===== src/rtl/mem_bus_master_if.sv =====
// -----------------------------------------------------------------------------
// mem_bus_master_if
// Wishbone classic single-transfer bus between the pipeline's shared memory
// master and the memory/peripheral slave.
//
// Signals (named from the master's point of view):
//   wb_cyc_o, wb_stb_o  master -> slave  cycle / strobe (always equal)
//   wb_we_o             master -> slave  1 = write
//   wb_adr_o            master -> slave  address, ADDR_WIDTH bits
//   wb_dat_o            master -> slave  write data, DATA_WIDTH bits
//   wb_sel_o            master -> slave  byte selects, DATA_WIDTH/8 bits
//   wb_dat_i            slave -> master  read data, DATA_WIDTH bits
//   wb_ack_i            slave -> master  transfer acknowledge
// -----------------------------------------------------------------------------
interface mem_bus_master_if #(
    parameter int ADDR_WIDTH = 32,
    parameter int DATA_WIDTH = 32
);
    logic                      wb_cyc_o;
    logic                      wb_stb_o;
    logic                      wb_we_o;
    logic [ADDR_WIDTH-1:0]     wb_adr_o;
    logic [DATA_WIDTH-1:0]     wb_dat_o;
    logic [DATA_WIDTH/8-1:0]   wb_sel_o;
    logic [DATA_WIDTH-1:0]     wb_dat_i;
    logic                      wb_ack_i;

    modport master (
        output wb_cyc_o, wb_stb_o, wb_we_o, wb_adr_o, wb_dat_o, wb_sel_o,
        input  wb_dat_i, wb_ack_i
    );

    modport slave (
        input  wb_cyc_o, wb_stb_o, wb_we_o, wb_adr_o, wb_dat_o, wb_sel_o,
        output wb_dat_i, wb_ack_i
    );
endinterface


===== src/rtl/mem_bus_master.sv =====
// -----------------------------------------------------------------------------
// mem_bus_master
// Shared Wishbone master for the five-stage pipeline. Serves instruction
// fetches (IF) and loads/stores (MEM) over one bus port, MEM first, and
// produces the im/mem stall requests for the stall/flush controller.
//
// Ports:
//   clk, reset                 clock, async active-high reset
//   if_req, if_addr            fetch request and PC
//   if_rdata, if_stall         registered instruction, fetch-not-served stall
//   pc_stall, flush            PC stall bit and branch flush from the pipeline
//   mem_req, mem_we, mem_addr,
//   mem_wdata, mem_sel         MEM-stage access
//   mem_rdata, mem_stall       registered load data, access-not-served stall
//   wb                         Wishbone master port (mem_bus_master_if.master)
//
// State | Meaning
// ------+--------------------------------------------------------------
// IDLE  | no bus cycle; arbitrate MEM over IF and launch the next cycle
// IF_BUS| instruction fetch on the bus, waiting for ack
// MEM_BUS| load/store on the bus, waiting for ack
// -----------------------------------------------------------------------------
module mem_bus_master #(
    parameter int ADDR_WIDTH = 32,
    parameter int DATA_WIDTH = 32
) (
    input  logic                    clk,
    input  logic                    reset,
    input  logic                    if_req,
    input  logic [ADDR_WIDTH-1:0]   if_addr,
    output logic [DATA_WIDTH-1:0]   if_rdata,
    output logic                    if_stall,
    input  logic                    pc_stall,
    input  logic                    flush,
    input  logic                    mem_req,
    input  logic                    mem_we,
    input  logic [ADDR_WIDTH-1:0]   mem_addr,
    input  logic [DATA_WIDTH-1:0]   mem_wdata,
    input  logic [DATA_WIDTH/8-1:0] mem_sel,
    output logic [DATA_WIDTH-1:0]   mem_rdata,
    output logic                    mem_stall,
    mem_bus_master_if.master        wb
);

    localparam int SEL_W = DATA_WIDTH / 8;

    typedef enum logic [1:0] {
        IDLE    = 2'd0,
        IF_BUS  = 2'd1,
        MEM_BUS = 2'd2
    } state_t;

    state_t                  state_q;
    logic                    cyc_q;
    logic                    we_q;
    logic [ADDR_WIDTH-1:0]   adr_q;
    logic [DATA_WIDTH-1:0]   dat_q;
    logic [SEL_W-1:0]        sel_q;
    logic [DATA_WIDTH-1:0]   if_rdata_q;
    logic [DATA_WIDTH-1:0]   mem_rdata_q;
    logic                    if_done_q;
    logic                    mem_done_q;
    logic                    if_kill_q;

    always_ff @(posedge clk or posedge reset) begin
        if (reset) begin
            state_q     <= IDLE;
            cyc_q       <= 1'b0;
            we_q        <= 1'b0;
            adr_q       <= '0;
            dat_q       <= '0;
            sel_q       <= '0;
            if_rdata_q  <= '0;
            mem_rdata_q <= '0;
            if_done_q   <= 1'b0;
            mem_done_q  <= 1'b0;
            if_kill_q   <= 1'b0;
        end else begin
            // The pipeline advances in the cycle mem_done is seen, so it only
            // ever lives for one cycle.
            mem_done_q <= 1'b0;
            // A completed fetch is held until the PC actually moves (or is
            // redirected), so a stall from elsewhere never causes a refetch.
            if (!pc_stall || flush) begin
                if_done_q <= 1'b0;
            end

            case (state_q)
                IDLE: begin
                    if (mem_req && !mem_done_q) begin
                        state_q <= MEM_BUS;
                        cyc_q   <= 1'b1;
                        we_q    <= mem_we;
                        adr_q   <= mem_addr;
                        dat_q   <= mem_wdata;
                        sel_q   <= mem_sel;
                    end else if (if_req && !if_done_q && !flush) begin
                        state_q <= IF_BUS;
                        cyc_q   <= 1'b1;
                        we_q    <= 1'b0;
                        adr_q   <= if_addr;
                        dat_q   <= '0;
                        sel_q   <= '1;
                    end
                end

                IF_BUS: begin
                    if (wb.wb_ack_i) begin
                        state_q <= IDLE;
                        cyc_q   <= 1'b0;
                        // A flush arriving with the ack kills the result too.
                        if (!if_kill_q && !flush) begin
                            if_rdata_q <= wb.wb_dat_i;
                            if_done_q  <= 1'b1;
                        end
                        if_kill_q <= 1'b0;
                    end else if (flush) begin
                        if_kill_q <= 1'b1;
                    end
                end

                MEM_BUS: begin
                    if (wb.wb_ack_i) begin
                        state_q    <= IDLE;
                        cyc_q      <= 1'b0;
                        mem_done_q <= 1'b1;
                        if (!we_q) begin
                            mem_rdata_q <= wb.wb_dat_i;
                        end
                    end
                end

                default: begin
                    state_q <= IDLE;
                    cyc_q   <= 1'b0;
                end
            endcase
        end
    end

    assign wb.wb_cyc_o = cyc_q;
    assign wb.wb_stb_o = cyc_q;
    assign wb.wb_we_o  = we_q;
    assign wb.wb_adr_o = adr_q;
    assign wb.wb_dat_o = dat_q;
    assign wb.wb_sel_o = sel_q;

    assign if_rdata  = if_rdata_q;
    assign mem_rdata = mem_rdata_q;
    assign if_stall  = if_req & ~if_done_q;
    assign mem_stall = mem_req & ~mem_done_q;

endmodule

===== src/flat_wrapper.sv =====
// flat-port wrapper written by rule: the top's interface ports become plain ports
module mem_bus_master_flat 
#(
    parameter int ADDR_WIDTH = 32,
    parameter int DATA_WIDTH = 32
)
  (clk, reset, if_req, if_addr, if_rdata, if_stall, pc_stall, flush, mem_req, mem_we, mem_addr, mem_wdata, mem_sel, mem_rdata, mem_stall, wb_wb_cyc_o, wb_wb_stb_o, wb_wb_we_o, wb_wb_adr_o, wb_wb_dat_o, wb_wb_sel_o, wb_wb_dat_i, wb_wb_ack_i);
  mem_bus_master_if #(.ADDR_WIDTH(ADDR_WIDTH), .DATA_WIDTH(DATA_WIDTH)) wb_i ();
  input  logic clk;
  input  logic reset;
  input  logic if_req;
  input  logic [ADDR_WIDTH-1:0] if_addr;
  output logic [DATA_WIDTH-1:0] if_rdata;
  output logic if_stall;
  input  logic pc_stall;
  input  logic flush;
  input  logic mem_req;
  input  logic mem_we;
  input  logic [ADDR_WIDTH-1:0] mem_addr;
  input  logic [DATA_WIDTH-1:0] mem_wdata;
  input  logic [DATA_WIDTH/8-1:0] mem_sel;
  output logic [DATA_WIDTH-1:0] mem_rdata;
  output logic mem_stall;
  output wire logic [$bits(wb_i.wb_cyc_o)-1:0] wb_wb_cyc_o;
  output wire logic [$bits(wb_i.wb_stb_o)-1:0] wb_wb_stb_o;
  output wire logic [$bits(wb_i.wb_we_o)-1:0] wb_wb_we_o;
  output wire logic [$bits(wb_i.wb_adr_o)-1:0] wb_wb_adr_o;
  output wire logic [$bits(wb_i.wb_dat_o)-1:0] wb_wb_dat_o;
  output wire logic [$bits(wb_i.wb_sel_o)-1:0] wb_wb_sel_o;
  input wire logic [$bits(wb_i.wb_dat_i)-1:0] wb_wb_dat_i;
  input wire logic [$bits(wb_i.wb_ack_i)-1:0] wb_wb_ack_i;
  assign wb_wb_cyc_o = wb_i.wb_cyc_o;
  assign wb_wb_stb_o = wb_i.wb_stb_o;
  assign wb_wb_we_o = wb_i.wb_we_o;
  assign wb_wb_adr_o = wb_i.wb_adr_o;
  assign wb_wb_dat_o = wb_i.wb_dat_o;
  assign wb_wb_sel_o = wb_i.wb_sel_o;
  assign wb_i.wb_dat_i = wb_wb_dat_i;
  assign wb_i.wb_ack_i = wb_wb_ack_i;
  mem_bus_master #(.ADDR_WIDTH(ADDR_WIDTH), .DATA_WIDTH(DATA_WIDTH)) u_core (.clk(clk), .reset(reset), .if_req(if_req), .if_addr(if_addr), .if_rdata(if_rdata), .if_stall(if_stall), .pc_stall(pc_stall), .flush(flush), .mem_req(mem_req), .mem_we(mem_we), .mem_addr(mem_addr), .mem_wdata(mem_wdata), .mem_sel(mem_sel), .mem_rdata(mem_rdata), .mem_stall(mem_stall), .wb(wb_i));
endmodule

===== config.mk =====
export PLATFORM = sky130hd
export DESIGN_NAME = mem_bus_master_flat
export DESIGN_NICKNAME = d
export VERILOG_FILES = /design/src/rtl/mem_bus_master_if.sv /design/src/rtl/mem_bus_master.sv /design/src/flat_wrapper.sv
export SDC_FILE = /design/constraint.sdc
export NUM_CORES = 1
export LEC_CHECK = 0
export BUFFER_PORTS_ARGS = -buffer_cell sky130_fd_sc_hd__buf_2
export CAP_MARGIN = 20
export CORE_UTILIZATION = 40
export CTS_CLUSTER_SIZE = 25
export DETAILED_ROUTE_END_ITERATION = 12
export PLACE_DENSITY = 0.74
export SYNTH_ARGS = -nofsm -noshare
export SYNTH_HDL_FRONTEND = slang
export SYNTH_SLANG_ARGS = --single-unit

===== constraint.sdc =====
create_clock -name clk -period 3.83 [get_ports clk]
set_input_delay 0 -clock clk [delete_from_list [all_inputs] [get_ports clk]]
set_output_delay 0 -clock clk [all_outputs]
set_load 0.005 [all_outputs]

; Word-level counts from Yosys, hierarchy flattened
; Index checks and enable logic that the tools add are counted.
[classes]
eq_ne = 4
mux = 24
bitwise_logic = 5
n_reduce_logical = 19
[ops]
columns = op, n
row1 = $mux 32, 4
row2 = $mux 1, 13
row3 = $mux 4, 2
row4 = $mux 2, 3
row5 = $reduce_and 2->1, 3
row6 = $reduce_and 3->1, 2
row7 = $logic_not 1->1, 5
row8 = $logic_and 1x1->1, 4
row9 = $pmux 2 s2, 1
row10 = $reduce_bool 2->1, 2
row11 = $ne 3x1->1 const B, 1
row12 = $not 1->1, 3
row13 = $and 1x1->1, 2
row14 = $eq 2x1->1 const B, 1
row15 = $eq 2x2->1 const B, 1
row16 = $logic_not 2->1, 1
row17 = $ne 2x1->1 const B, 1
row18 = $pmux 1 s2, 1
row19 = $reduce_or 2->1, 1
row20 = $logic_or 1x1->1, 1
[totals]
ff_bits = 139
inputBits = 140
output_inout_bits = 137
elab_cells = 63

; Depth between registers and ports, before layout
[depth]
depth_word = 6
mapped_depth = 7
depth_no_buf = 5

; Least setup slack after synthesis
; No wires, ideal clock.
[synth_path]
path_kind = flip-flop to flip-flop
from = reg u_core.state_q[1]
to = reg u_core.if_rdata_q[10] (netlist: u_core.if_rdata[10])
setup_ps = 125
arrival_time_ps = 1497
required_ps = 3705
setup_slack_ps = 2208
path_stages_with_launch = 7
n_path_buf = 1
period_less_slack_ps = 1622
cell_sequence = dfrtp_1 -> inv_1 -> ha_1 -> nand2_1 -> nor3_2 -> buf_4 -> mux2_2
[synth_between]
elab_chain_cells = 2
[synth_lines]
columns = element, line_no
row1 = "start, declared", mem_bus_master.sv:53  ; state_t state_q;
row2 = "start signal, assigned", mem_bus_master.sv:67  ; state_q <= IDLE;
row3 = "start signal, assigned", mem_bus_master.sv:91  ; state_q <= MEM_BUS;
row4 = "start signal, assigned", mem_bus_master.sv:98  ; state_q <= IF_BUS;
row5 = $eq 2x1->1, mem_bus_master.sv:88  ; case (state_q)
row6 = $reduce_and 3->1 (no line), --
row7 = "end signal, assigned", mem_bus_master.sv:113  ; if_rdata_q <= wb.wb_dat_i;
row8 = "end, declared", mem_bus_master.sv:59  ; logic [DATA_WIDTH-1:0] if_rdata_q;
; No other way between the ends.
; A chain may end at the register's enable or synchronous reset.

; Worst setup path in the final report
[layout_path]
from = reg u_core.mem_done_q
to = reg u_core.adr_q[25] (netlist: u_core.wb.wb_adr_o[25])
[layout_between]
elab_chain_cells = 4
elab_cells_between_ends = 5
cone_classes = 1 x mux / 4 x reduce/logical
[layout_lines]
columns = element, line_no
row1 = "start, declared", mem_bus_master.sv:62  ; logic mem_done_q;
row2 = "start signal, assigned", mem_bus_master.sv:76  ; mem_done_q <= 1'b0;
row3 = "start signal, assigned", mem_bus_master.sv:81  ; mem_done_q <= 1'b0;
row4 = "start signal, assigned", mem_bus_master.sv:126  ; mem_done_q <= 1'b1;
row5 = $logic_not 1->1 *, mem_bus_master.sv:90  ; if (mem_req && !mem_done_q) begin
row6 = $logic_and 1x1->1 *, mem_bus_master.sv:90
row7 = $reduce_bool 2->1 (no line), --
row8 = $reduce_and 2->1 (no line), --
row9 = "end signal, assigned", mem_bus_master.sv:94  ; adr_q <= mem_addr;
row10 = "end signal, assigned", mem_bus_master.sv:101  ; adr_q <= if_addr;
row11 = "end, declared", mem_bus_master.sv:56  ; logic [ADDR_WIDTH-1:0] adr_q;
; Every way passes the cells marked *; elsewhere a longest branch is shown, timed or not.

==> flow_summary_export.csv <==
group,metric,value,unit
sta,max_slew_margin,0.4270,
grt,antenna_found_initial,0,
logic_synthesis,avgSynthCellArea,16.00,sq um
run,cap_violations,0,
placed_design,io_buffers,276,
floorplanning,die_w,121.7,um
clock_network,cts_tree,"built",
critical_path,startpoint,"u_core.mem_done_q$_DFF_PP0_",
logic_synthesis,yosysTopAreaCell,"dfrtp_1",
logic_synthesis,synth_xor_xnor_area_share,0,
critical_path,worstPathMaxFanout,34,
clock_network,cts_resized,0,
drt,drtIter0Drc,144,
sta,tightest_slew,859.5,ps
sta,clock_skew,6.706,ps
cells_and_area,final_cell_mix,"buf_2 (276), dfrtp_1 (139), dlygate4sd3_1 (138)",
grt,grt_pass1_vias,5093,
logic_synthesis,synth_warnings,0,
min_path,hold_start,"mem_req",
drt,drt_wl_total,16430,um
sta,setup_viol,0,
logic_synthesis,synth.top_cells.by_area,"dfrtp_1 (61%), mux2_2 (20%), mux2_4 (6.8%)",
grt,grt_max_degree,98,
critical_path,cp-start-kind,"flip-flop",
logic_synthesis,synthAdderAreaFrac,0.006553,
floorplanning,rows,43,
placed_design,placed_cell_area,0.007226,sq mm
floorplanning,initial_core_util,0.4111,
sta,setup_slack,1472,ps
min_path,hold_class,"primary input to flip-flop",
grt,grt_usage,0.2217,
logic_synthesis,synth-seq-cells,139,
critical_path,path_class,"flip-flop to flip-flop",
cells_and_area,finalInstanceArea,0.009246,sq mm
cells_and_area,layout_commonest_cell,"buf_2",
logic_synthesis,synthSimpleGateAreaFrac,0.01726,
placed_design,gp_congestion,0.7632,
power,leakagePower,4.623,nW
clock_network,numCtsBuffers,17,
sta,setup_tns,0,ps
drt,wl_per_cell,16.97,um
critical_path,reg2reg_depth,5,
logic_synthesis,seq_area_frac_synth,0.6073,
cells_and_area,num_antenna_cells,0,
cells_and_area,syn_to_final_growth,61.42,%
cells_and_area,drive_gt1_frac,0.5698,
critical_path,crit_path_end,"u_core.wb.wb_adr_o[25]$_DFFE_PP0P_",
critical_path,cp.arrival,2650,ps
critical_path,endpoint_kind,"flip-flop",
sta,hold_viol,0,
sta,slew_violations,0,
clock_network,clockBufferDepth,2,
clock_network,cts_root_buf,"clkbuf_16",
sta,min_period,2358,ps
power,total_power,6.698,mW
floorplanning,ioPinCount,277,
grt,grt_pass1_wl,24810,um
critical_path,crit-reg2reg-capture,"u_core.wb.wb_adr_o[25]$_DFFE_PP0P_",
clock_network,clk_pin_slew,60,ps
power,p_per_area,724.3,mW/mm^2
power,peakVddDrop,0.4835,mV
drt,antenna_left,0,
placed_design,post-dp-hpwl,9806,um
drt,vias,4647,
logic_synthesis,synth_top_family_by_area,"multiplexers",
cells_and_area,final_core_util,0.6636,
floorplanning,fp.dieH,121.7,um
logic_synthesis,syn_inst,358,
grt,grt_overflow,0,
clock_network,cts.sinks,139,
sta,achievable-frequency,424.1,MHz
sta,rsz0062_at_grt,"no",
logic_synthesis,synth_compound_area_frac,0.06684,
floorplanning,die_area,0.01480,sq mm
cells_and_area,final_net_count,918,
critical_path,cp.required,4120,ps
cells_and_area,nFillCells,954,
floorplanning,coreArea,0.01393,sq mm
drt,viasPerCell,4.801,
drt,drt-pass1-iter-count,4,
logic_synthesis,syn-cell-area,0.005728,sq mm
logic_synthesis,synth_cell_types,29,
clock_network,insertion_delay,410,ps
placed_design,dp_slack,1298,ps
logic_synthesis,synth_nets,501,
critical_path,reg2reg_slack,1470,ps
critical_path,rr_startpoint,"u_core.mem_done_q$_DFF_PP0_",
outcome,status,"completed",
drt,drcViolationCount,0,
clock_network,htree_levels,4,
sta,fin_crit_sh,0.6156,
logic_synthesis,muxShareOfSynthArea,0.2704,
logic_synthesis,yosysTopAreaCellShare,0.6073,
## worst max-delay path, stage by stage, from the launching register on
cell and delay, ps:
dfrtp_1 390, nor2b_4 180, buf_4 410, mux2_2 380, dlygate4sd3_1 580, mux2_4 270
## state kept, by name, summed over array words and instances (netlist names)
| signal | flops |
|---|---|
| u_core.wb.wb_sel_o | 4 |
| u_core.if_kill_q | 1 |
| u_core.mem_done_q | 1 |
| u_core.wb.wb_we_o | 1 |
| u_core.wb.wb_dat_o | 32 |
| u_core.state_q | 2 |
| u_core.if_done_q | 1 |
| u_core.wb.wb_cyc_o | 1 |
| u_core.wb.wb_adr_o | 32 |
| u_core.if_rdata | 32 |
| u_core.mem_rdata | 32 |
## cell families (layout without fill, tap and decap cells)
| family | count (synthesis) | in the layout |
|---|---|---|
| multiplexers | 129 | 129 |
| buffers and inverters | 27 | 457 |
| flip-flops | 139 | 139 |
| AO/OA/AOI/OAI | 46 | 46 |
| adder cells (fa/ha/maj) | 3 | 3 |
| AND/OR/NAND/NOR | 14 | 14 |
## worst min-delay path by stage
stage | end | slack [ps] | cells after the start
2_1_floorplan | u_core.if_kill_q$_DFFE_PP0P_ | 90 | 1
3_3_place_gp | u_core.wb.wb_dat_o[30]$_DFFE_PP0P_ | 220 | 2
3_5_place_dp | u_core.if_rdata[20]$_DFFE_PP0P_ | 220 | 2
4_1_cts | u_core.wb.wb_cyc_o$_DFFE_PP0P_ | 30 | 4
5_1_grt | u_core.wb.wb_cyc_o$_DFFE_PP0P_ | 110 | 4
6_report | u_core.wb.wb_cyc_o$_DFFE_PP0P_ | 50 | 4
## stage by stage
step | hold slack, ps | cells
floorplan | 89.82 | 358
global placement | 222.3 | 795
detailed placement | 217.7 | 796
CTS | 26.18 | 966
global route | 110.5 | 968
finish | 47.29 | 968
## layer usage
metal  GRT usage  vias to the layer above  part of all wire
met1      0.2361                     2292              0.38
met3     0.04682                       32             0.048
li1            -                     2137                 -
met5           0                        -                 0
met4      0.1034                        0             0.025
met2      0.4148                      186              0.55
## power breakdown
part	leakage, nW	internal (mW)	total, mW	switching, mW
Clock	0.287	0.998	1.62	0.623
Combinational	2.63	1.52	2.53	1.01
Sequential	1.70	2.15	2.55	0.392
Total	4.62	4.67	6.70	2.03
## synth_stat cells
master and number:
nor3b_2 1, o21ai_2 1, inv_1 4, nor3_2 1
a22o_1 33, ha_1 3, clkbuf_1 7, nor2b_4 1
a31o_2 1, nor3_1 1, mux2_2 101, a21oi_1 3
o22a_1 4, mux2_4 26, o21a_1 2, buf_6 6
buf_4 9, nand2b_1 1, o22ai_1 1, nor2b_1 3
and2_1 2, mux2i_1 1, or3b_2 1, mux2_1 1
nor2_1 1, nand2_1 2, clkbuf_2 1, o21ai_0 1
dfrtp_1 139
## layout make-up
type                            instances  area (sq um)  area share
Clock buffer                           20         456.7     0.04939
Clock inverter                         12         137.6     0.01488
Inverter                                4         20.02    0.002165
Multi-Input combinational cell        192          2076      0.2245
Sequential cell                       139          3478      0.3762
Tap cell                              180         225.2     0.02436
Timing Repair Buffer                  421          2853      0.3085
## timing repair
action,CTS,global route
endpoints found under the hold margin,232,0
hold buffers,138,0
setup buffers,0,0
setup endpoints to repair,0,0
Note: power is estimated with default switching activity, not from simulation.
